**config.mk**
```make
export PLATFORM = sky130hd
export DESIGN_NAME = filtr_sched
export DESIGN_NICKNAME = d
export VERILOG_FILES = /design/src/rtl/filtr_sched.sv
export SDC_FILE = /design/constraint.sdc
export NUM_CORES = 1
export LEC_CHECK = 0
export CORE_MARGIN = 2
export CORE_UTILIZATION = 44
export DETAILED_ROUTE_END_ITERATION = 12
export PLACE_DENSITY = 0.87
export SETUP_SLACK_MARGIN = 0.4
export SLEW_MARGIN = 20
export SYNTH_ARGS = -nofsm -noshare
export SYNTH_HDL_FRONTEND = slang
export SYNTH_SLANG_ARGS = --single-unit
```
**constraint.sdc**
```tcl
create_clock -name clk -period 5.75 [get_ports clk]
set_clock_uncertainty 0.1 [all_clocks]
set_input_delay 0.8625 -clock clk [delete_from_list [all_inputs] [get_ports clk]]
set_output_delay 0.8625 -clock clk [all_outputs]
set_load 0.03 [all_outputs]
```
**src/rtl/filtr_sched.sv**
```systemverilog
// Round-robin scheduler that time-shares one notch filter core among NCH sample sources,
// with a WAIT-state watchdog that returns the schedule to IDLE if the core never reports done.
module filtr_sched #(
    parameter int DATA_SIZE = 25,
    parameter int NCH       = 4,
    parameter int CW        = 2,
    parameter int TIMEOUT   = 1023
) (
    input  logic                        clk,
    input  logic                        reset,
    input  logic [NCH-1:0]              req_valid,
    input  logic [NCH*(DATA_SIZE-1)-1:0] req_data,
    output logic [NCH-1:0]              req_ready,
    output logic [DATA_SIZE-2:0]        flt_data_in,
    output logic                        flt_sample,
    input  logic [DATA_SIZE-2:0]        flt_data_out,
    input  logic                        flt_done,
    output logic                        res_valid,
    output logic [DATA_SIZE-2:0]        res_data,
    output logic [CW-1:0]               res_ch,
    output logic                        busy,
    output logic                        timeout_err
);

    localparam int DW = DATA_SIZE - 1;

    localparam logic [1:0] S_IDLE  = 2'd0;
    localparam logic [1:0] S_ISSUE = 2'd1;
    localparam logic [1:0] S_WAIT  = 2'd2;
    localparam logic [1:0] S_DONE  = 2'd3;

    logic [1:0]    state_q, state_d;
    logic [CW-1:0] ptr_q, ptr_d;
    logic [CW-1:0] ch_q, ch_d;
    logic [DW-1:0] data_in_q, data_in_d;
    logic [DW-1:0] res_data_q, res_data_d;
    logic [CW-1:0] res_ch_q, res_ch_d;
    logic          tmo_q, tmo_d;
    logic [15:0]   cnt_q, cnt_d;

    logic          grant_vld;
    logic [CW-1:0] grant_idx;
    logic [CW-1:0] arb_idx;
    logic          accept;

    // First valid channel searching upward from ptr, wrapping modulo NCH.
    always_comb begin
        grant_vld = 1'b0;
        grant_idx = '0;
        arb_idx   = '0;
        for (int unsigned k = 0; k < NCH; k++) begin
            arb_idx = CW'((32'(ptr_q) + k) % NCH);
            if (!grant_vld && req_valid[arb_idx]) begin
                grant_vld = 1'b1;
                grant_idx = arb_idx;
            end
        end
    end

    assign accept    = (state_q == S_IDLE) && grant_vld && !reset;
    assign req_ready = accept ? (NCH'(1) << grant_idx) : '0;

    always_comb begin
        state_d    = state_q;
        ptr_d      = ptr_q;
        ch_d       = ch_q;
        data_in_d  = data_in_q;
        res_data_d = res_data_q;
        res_ch_d   = res_ch_q;
        cnt_d      = cnt_q;
        tmo_d      = 1'b0;
        case (state_q)
            S_IDLE: begin
                if (accept) begin
                    data_in_d = req_data[grant_idx*DW +: DW];
                    ch_d      = grant_idx;
                    ptr_d     = CW'((32'(grant_idx) + 32'd1) % NCH);
                    state_d   = S_ISSUE;
                end
            end
            S_ISSUE: begin
                cnt_d   = '0;
                state_d = S_WAIT;
            end
            S_WAIT: begin
                cnt_d = cnt_q + 16'd1;
                // A done arriving on the last allowed cycle still counts as a result.
                if (flt_done) begin
                    res_data_d = flt_data_out;
                    res_ch_d   = ch_q;
                    state_d    = S_DONE;
                end else if (cnt_q == 16'(TIMEOUT - 1)) begin
                    tmo_d   = 1'b1;
                    state_d = S_IDLE;
                end
            end
            default: state_d = S_IDLE;
        endcase
    end

    always_ff @(posedge clk) begin
        if (reset) begin
            state_q    <= S_IDLE;
            ptr_q      <= '0;
            ch_q       <= '0;
            data_in_q  <= '0;
            res_data_q <= '0;
            res_ch_q   <= '0;
            tmo_q      <= 1'b0;
            cnt_q      <= '0;
        end else begin
            state_q    <= state_d;
            ptr_q      <= ptr_d;
            ch_q       <= ch_d;
            data_in_q  <= data_in_d;
            res_data_q <= res_data_d;
            res_ch_q   <= res_ch_d;
            tmo_q      <= tmo_d;
            cnt_q      <= cnt_d;
        end
    end

    assign flt_data_in = data_in_q;
    assign flt_sample  = (state_q == S_ISSUE);
    assign res_valid   = (state_q == S_DONE);
    assign res_data    = res_data_q;
    assign res_ch      = res_ch_q;
    assign busy        = (state_q != S_IDLE);
    assign timeout_err = tmo_q;

endmodule

```
Yosys cells after proc, flatten, opt, wreduce, memory -nomap -nowiden
Cells that the tools add are included.
{"block": "totals", "output_inout_bits": 58, "input_bits": 127, "register_bits": 73}
{"block": "op_classes", "n_mux": 23, "shifts": 2, "n_reduce_logical": 16, "n_lt_le_gt_ge": 4, "eq_ne": 6, "n_addsub": 5, "multipliers": 1, "bitwise_logic": 1}
{"op": "$shiftx A96 B8 Y24", "n": 1}
{"op": "$pmux W16 S2", "n": 1}
{"op": "$add A16 B1 Y16 const B", "n": 1}
{"op": "$eq A16 B10 Y1 const B", "n": 1}
{"op": "$mux W2", "n": 7}
{"op": "$lt A2 B3 Y1 const B", "n": 4}
{"op": "$mux W1", "n": 9}
{"op": "$bmux W1 S2", "n": 4}
{"op": "$pmux W2 S3", "n": 1}
{"op": "$reduce_and A2 Y1", "n": 3}
{"op": "$logic_and A1 B1 Y1", "n": 5}
{"op": "$add A2 B1 Y2 const B", "n": 2}
{"op": "$add A2 B2 Y2 const B", "n": 2}
{"op": "$eq A2 B2 Y1 const B", "n": 2}
{"op": "$logic_not A1 Y1", "n": 4}
{"op": "$mul A2 B2 Y4 const B", "n": 1}
{"op": "$mux W4", "n": 1}
{"op": "$reduce_bool A2 Y1", "n": 2}
{"op": "$shl A1 B2 Y4 const A", "n": 1}
{"op": "$ne A3 B3 Y1 const B", "n": 1}
{"op": "$reduce_or A3 Y1", "n": 1}
{"op": "$eq A2 B1 Y1 const B", "n": 1}
{"op": "$logic_not A2 Y1", "n": 1}
{"op": "$ne A2 B2 Y1 const B", "n": 1}
{"op": "$not A1 Y1", "n": 1}

Depth between registers and ports, before layout
{"block": "logic_depth", "ltp_word": 16, "depth_mapped": 8, "depth_no_buf": 7}

Least setup slack after synthesis
No wires, ideal clock.
{"block": "synth_path", "path_type": "input port to output port", "start": "in req_valid[2]", "end": "out req_ready[0]", "t_arrival_ns": 2.124, "n_path_buf": 2, "path_stages": 5, "setup_slack_ns": 2.663, "path_cell_list": "or4_4 and3_4 buf_6 buf_6 and2_1"}
{"block": "synth_via", "elab_chain_cells": 15, "elab_cells_between_ends": 26}
{"element": "start, declared", "line": "11", "rtl": "input logic [NCH-1:0] req_valid,"}
{"element": "$bmux W1 S2", "line": "53", "rtl": "if (!grant_vld && req_valid[arb_idx]) begin"}
{"element": "$mux W1 (implied by the code)", "line": "53"}
{"element": "$mux W1", "line": "53"}
{"element": "$logic_not A1 Y1", "line": "53"}
{"element": "$logic_and A1 B1 Y1", "line": "53"}
{"element": "$mux W1", "line": "53"}
{"element": "$logic_not A1 Y1", "line": "53"}
{"element": "$logic_and A1 B1 Y1", "line": "53"}
{"element": "$mux W1", "line": "53"}
{"element": "$logic_not A1 Y1", "line": "53"}
{"element": "$logic_and A1 B1 Y1", "line": "53"}
{"element": "$mux W1", "line": "53"}
{"element": "$logic_and A1 B1 Y1 (2 in series)", "line": "60", "rtl": "assign accept = (state_q == S_IDLE) && grant_vld && !reset;"}
{"element": "$mux W4 (*)", "line": "61", "rtl": "assign req_ready = accept ? (NCH'(1) << grant_idx) : '0;"}
{"element": "end, declared", "line": "13", "rtl": "output logic [NCH-1:0] req_ready,"}
Every way passes the cells marked *; elsewhere a longest branch is shown, timed or not. The select of a mux whose other input is x is not followed.

Worst setup path after layout
{"block": "layout_path", "start": "in req_valid[0]", "end": "out req_ready[1]"}
{"block": "layout_via", "elab_cells_between_ends": 26}
{"element": "$bmux W1 S2", "line": "53"}
{"element": "$mux W1 (implied by the code)", "line": "53"}
{"element": "$mux W1", "line": "53"}
{"element": "$logic_not A1 Y1", "line": "53"}
{"element": "$logic_and A1 B1 Y1", "line": "53"}
{"element": "$mux W1", "line": "53"}
{"element": "$logic_not A1 Y1", "line": "53"}
{"element": "$logic_and A1 B1 Y1", "line": "53"}
{"element": "$mux W1", "line": "53"}
{"element": "$logic_not A1 Y1", "line": "53"}
{"element": "$logic_and A1 B1 Y1", "line": "53"}
{"element": "$mux W2 (*)", "line": "53"}
{"element": "named net grant_idx[0]", "line": "42", "rtl": "logic [CW-1:0] grant_idx;"}
{"element": "$shl A1 B2 Y4 (*)", "line": "61"}
{"element": "$mux W4 (*)", "line": "61"}
Mark *: on every way through the listed nets, which the timed path passes. The rest lies on a longest branch. The select of a mux whose other input is x is not followed.

==> results.py <==
metrics = {
    "clocking": {
        "cts-root-buf": "clkbuf_8",
        "hold_buffers": 0,
        "numCtsBuffers": 9,
        "clock_sinks": 73,
        "cts_tree": "yes",
        "insertion_delay_ns": 0.33,
        "path_clk_slew_ns": 0.07,
        "cts_max_level": 3,
        "postCtsSetupBuffers": 0,
        "clockBufferDepth": 2,
        "post_cts_resized": 0,
    },
    "setup_path": {
        "crit_fanout": 16,
        "crit_path_end_kind": "primary output",
        "r2r_cells": 7,
        "r2r-start": "state_q[0]$_SDFFE_PP0P_",
        "r2r_setup_slack_ns": 3.37,
        "crit_path_start_kind": "input pin",
        "crit_required_ns": 4.79,
        "path_class": "in -> out",
        "r2r_end": "state_q[1]$_SDFFE_PP0P_",
        "critical_path_arrival_ns": 3.38,
    },
    "global_routing": {
        "grtUsageTotal_pct": 23.14,
        "grt_first_pass_wirelength_mm": 16.64,
        "grt_max_degree": 46,
        "grt_pass1_vias": 3361,
        "antenna_found_initial": 0,
        "grt_overflow": 0,
    },
    "finish": {
        "drive_above_1_share_pct": 6.794,
        "layout_commonest_cell": "clkdlybuf4s50_1",
        "fillCellCount": 642,
        "nets": 707,
        "final_cell_mix": "clkdlybuf4s50_1 (184), nand2_1 (92), dfxtp_1 (73), mux2i_1 (49), a21oi_1 (32)",
        "multi_input_area_sq_um": 2017,
        "diodes": 0,
        "seqCellArea_sq_um": 1461,
        "area_growth_pct": 55.16,
    },
    "place": {
        "dp_slack_ns": 1.416,
        "portBuffers": 184,
        "dp_hpwl_mm": 8.340,
        "gp_congestion": 0.8158,
    },
    "synth": {
        "yosysWarnings": 0,
        "synth_cell_type_count": 47,
        "avgSynthCellArea_sq_um": 9.360,
        "synth_cells": 395,
        "synth-seq-cells": 73,
        "synth_edf_count": 0,
        "netlist_area_sq_um": 3697,
        "async_flop_share_pct": 0,
        "synth_fp_nets": 533,
        "synthFlopType": "dfxtp_1",
        "synth-seq-area-share_pct": 39.53,
    },
    "route": {
        "first_pass_iters": 4,
        "first_iter_violations": 76,
        "vias_per_cell": 5.224,
        "drc": 0,
        "ant_nets": 0,
        "wirelength_mm": 11.16,
        "wl_per_cell_microns": 16.43,
        "via_count": 3547,
    },
    "power_and_ir_drop": {
        "p_leak_nw": 2.111,
        "cellPowerDensity_nw_per_um2": 390.3,
        "vdd_drop_max_mv": 0.2199,
    },
    "sta": {
        "max_freq_mhz": 230.4,
        "finalHoldViolCount": 0,
        "rsz0062_at_grt": "no",
        "whs_ns": 0.3513,
        "final.setup.worst_slack_ns": 1.410,
        "setup_violations": 0,
        "fin_crit_sh_pct": 75.48,
        "slew_violations": 0,
        "tightest_slew_ns": 0.9839,
        "relSlewSlack_pct": 34.25,
        "setup_tns_ns": 0,
        "layout_min_cycle_time_ns": 4.340,
    },
    "die": {
        "fp.dieH_microns": 95.67,
        "die_area_sq_um": 9152,
        "die-width_microns": 95.67,
        "start_util_pct": 45.22,
        "core_area_sq_um": 8175,
        "io_pins": 185,
        "row_count": 33,
    },
    "run_status": {
        "status": "finished clean",
    },
    "min_path": {
        "whs_path_depth": 2,
        "hp-class": "reg -> reg",
        "hold_end": "ch_q[0]$_SDFFE_PP0P_",
        "hp-start": "ch_q[0]$_SDFFE_PP0P_",
    },
    "flow_run": {
        "maxCapViolations": 0,
    },
}
## flip-flops by register name, summed over array words and instances, names as in the netlist
signal and cells:
flt_data_in 24, res_data 24, cnt_q 16, ch_q 2, ptr_q 2, res_ch 2, state_q 2, timeout_err 1
## area by class of cell
type | count | area share, %
tap | 105 | 2.290
clock inverter | 5 | 1.352
sequential | 73 | 25.47
clock buffer | 11 | 2.639
inverter | 11 | 0.8506
multi-input combinational | 289 | 35.16
timing repair buffer | 185 | 32.24
## critical path, stage by stage
cell and delay (ns):
clkdlybuf4s50_1 0.55, mux2i_1 0.14, o221ai_4 0.65, inv_2 0.18, ha_1 0.25, and2_1 0.13
clkdlybuf4s50_1 0.60
## power breakdown
group | internal, W | switching [W] | leakage (nW)
Sequential | 0.000620 | 0.0000811 | 0.595
Clock | 0.000267 | 0.000189 | 0.115
Combinational | 0.000472 | 0.000610 | 1.40
## cell families (layout without fill, tap and decap cells)
kind of cell / count (synthesis) / in the layout / synth area share, %
compound gates: 72 / 72 / 16.21
xor+xnor: 13 / 13 / 3.080
fa+ha+maj: 11 / 11 / 3.722
buf+inv: 33 / 212 / 6.023
flops: 73 / 73 / 39.53
mux: 49 / 49 / 13.27
simple gates: 144 / 144 / 18.17
## how the worst max path moves through the flow
stage                             from      endpoint  cells past startpoint
after global placement    req_valid[0]  req_ready[3]                      7
after floorplan           req_valid[2]  req_ready[0]                      5
after CTS                 req_valid[0]  req_ready[1]                      7
final                     req_valid[0]  req_ready[1]                      7
after global routing      req_valid[0]  req_ready[1]                      7
after detailed placement  req_valid[0]  req_ready[1]                      7
## metal layers
metal	vias to the layer above	share of wire [%]	global-route usage (%)
met5	-	0	0
met4	0	2.0	7.500
met3	22	8.1	5.850
met2	132	52	44.06
met1	1656	38	24.60
li1	1737	-	-
## synth_stat cells, drive strengths merged (4+ instances only)
cell     n  share of area (%)
inv     11                1.3
nor2    17                1.7
mux2i   49                 13
a32o     6                1.6
xor2     8                1.9
nand2   94                 10
nand4    6                1.0
xnor2    5                1.2
dfxtp   73                 40
o21ai    5               0.98
o221ai  19                6.7
clkbuf  11                1.1
buf     11                3.6
and2     6                1.0
nand3    4               0.54
ha      11                3.7
a21oi   33                4.8
## through the flow
stage                     power (W)  std cells  area [sq um]  utilization (%)
after global routing       0.002357        679          5737            70.17
after CTS                  0.002257        679          5733            70.13
after floorplan            0.001455        395          3697                -
final                      0.002239        679          5737            70.17
after global placement     0.001766        663          5504            67.32
after detailed placement   0.001799        663          5504            67.32
(Power assumes the default switching activity.)
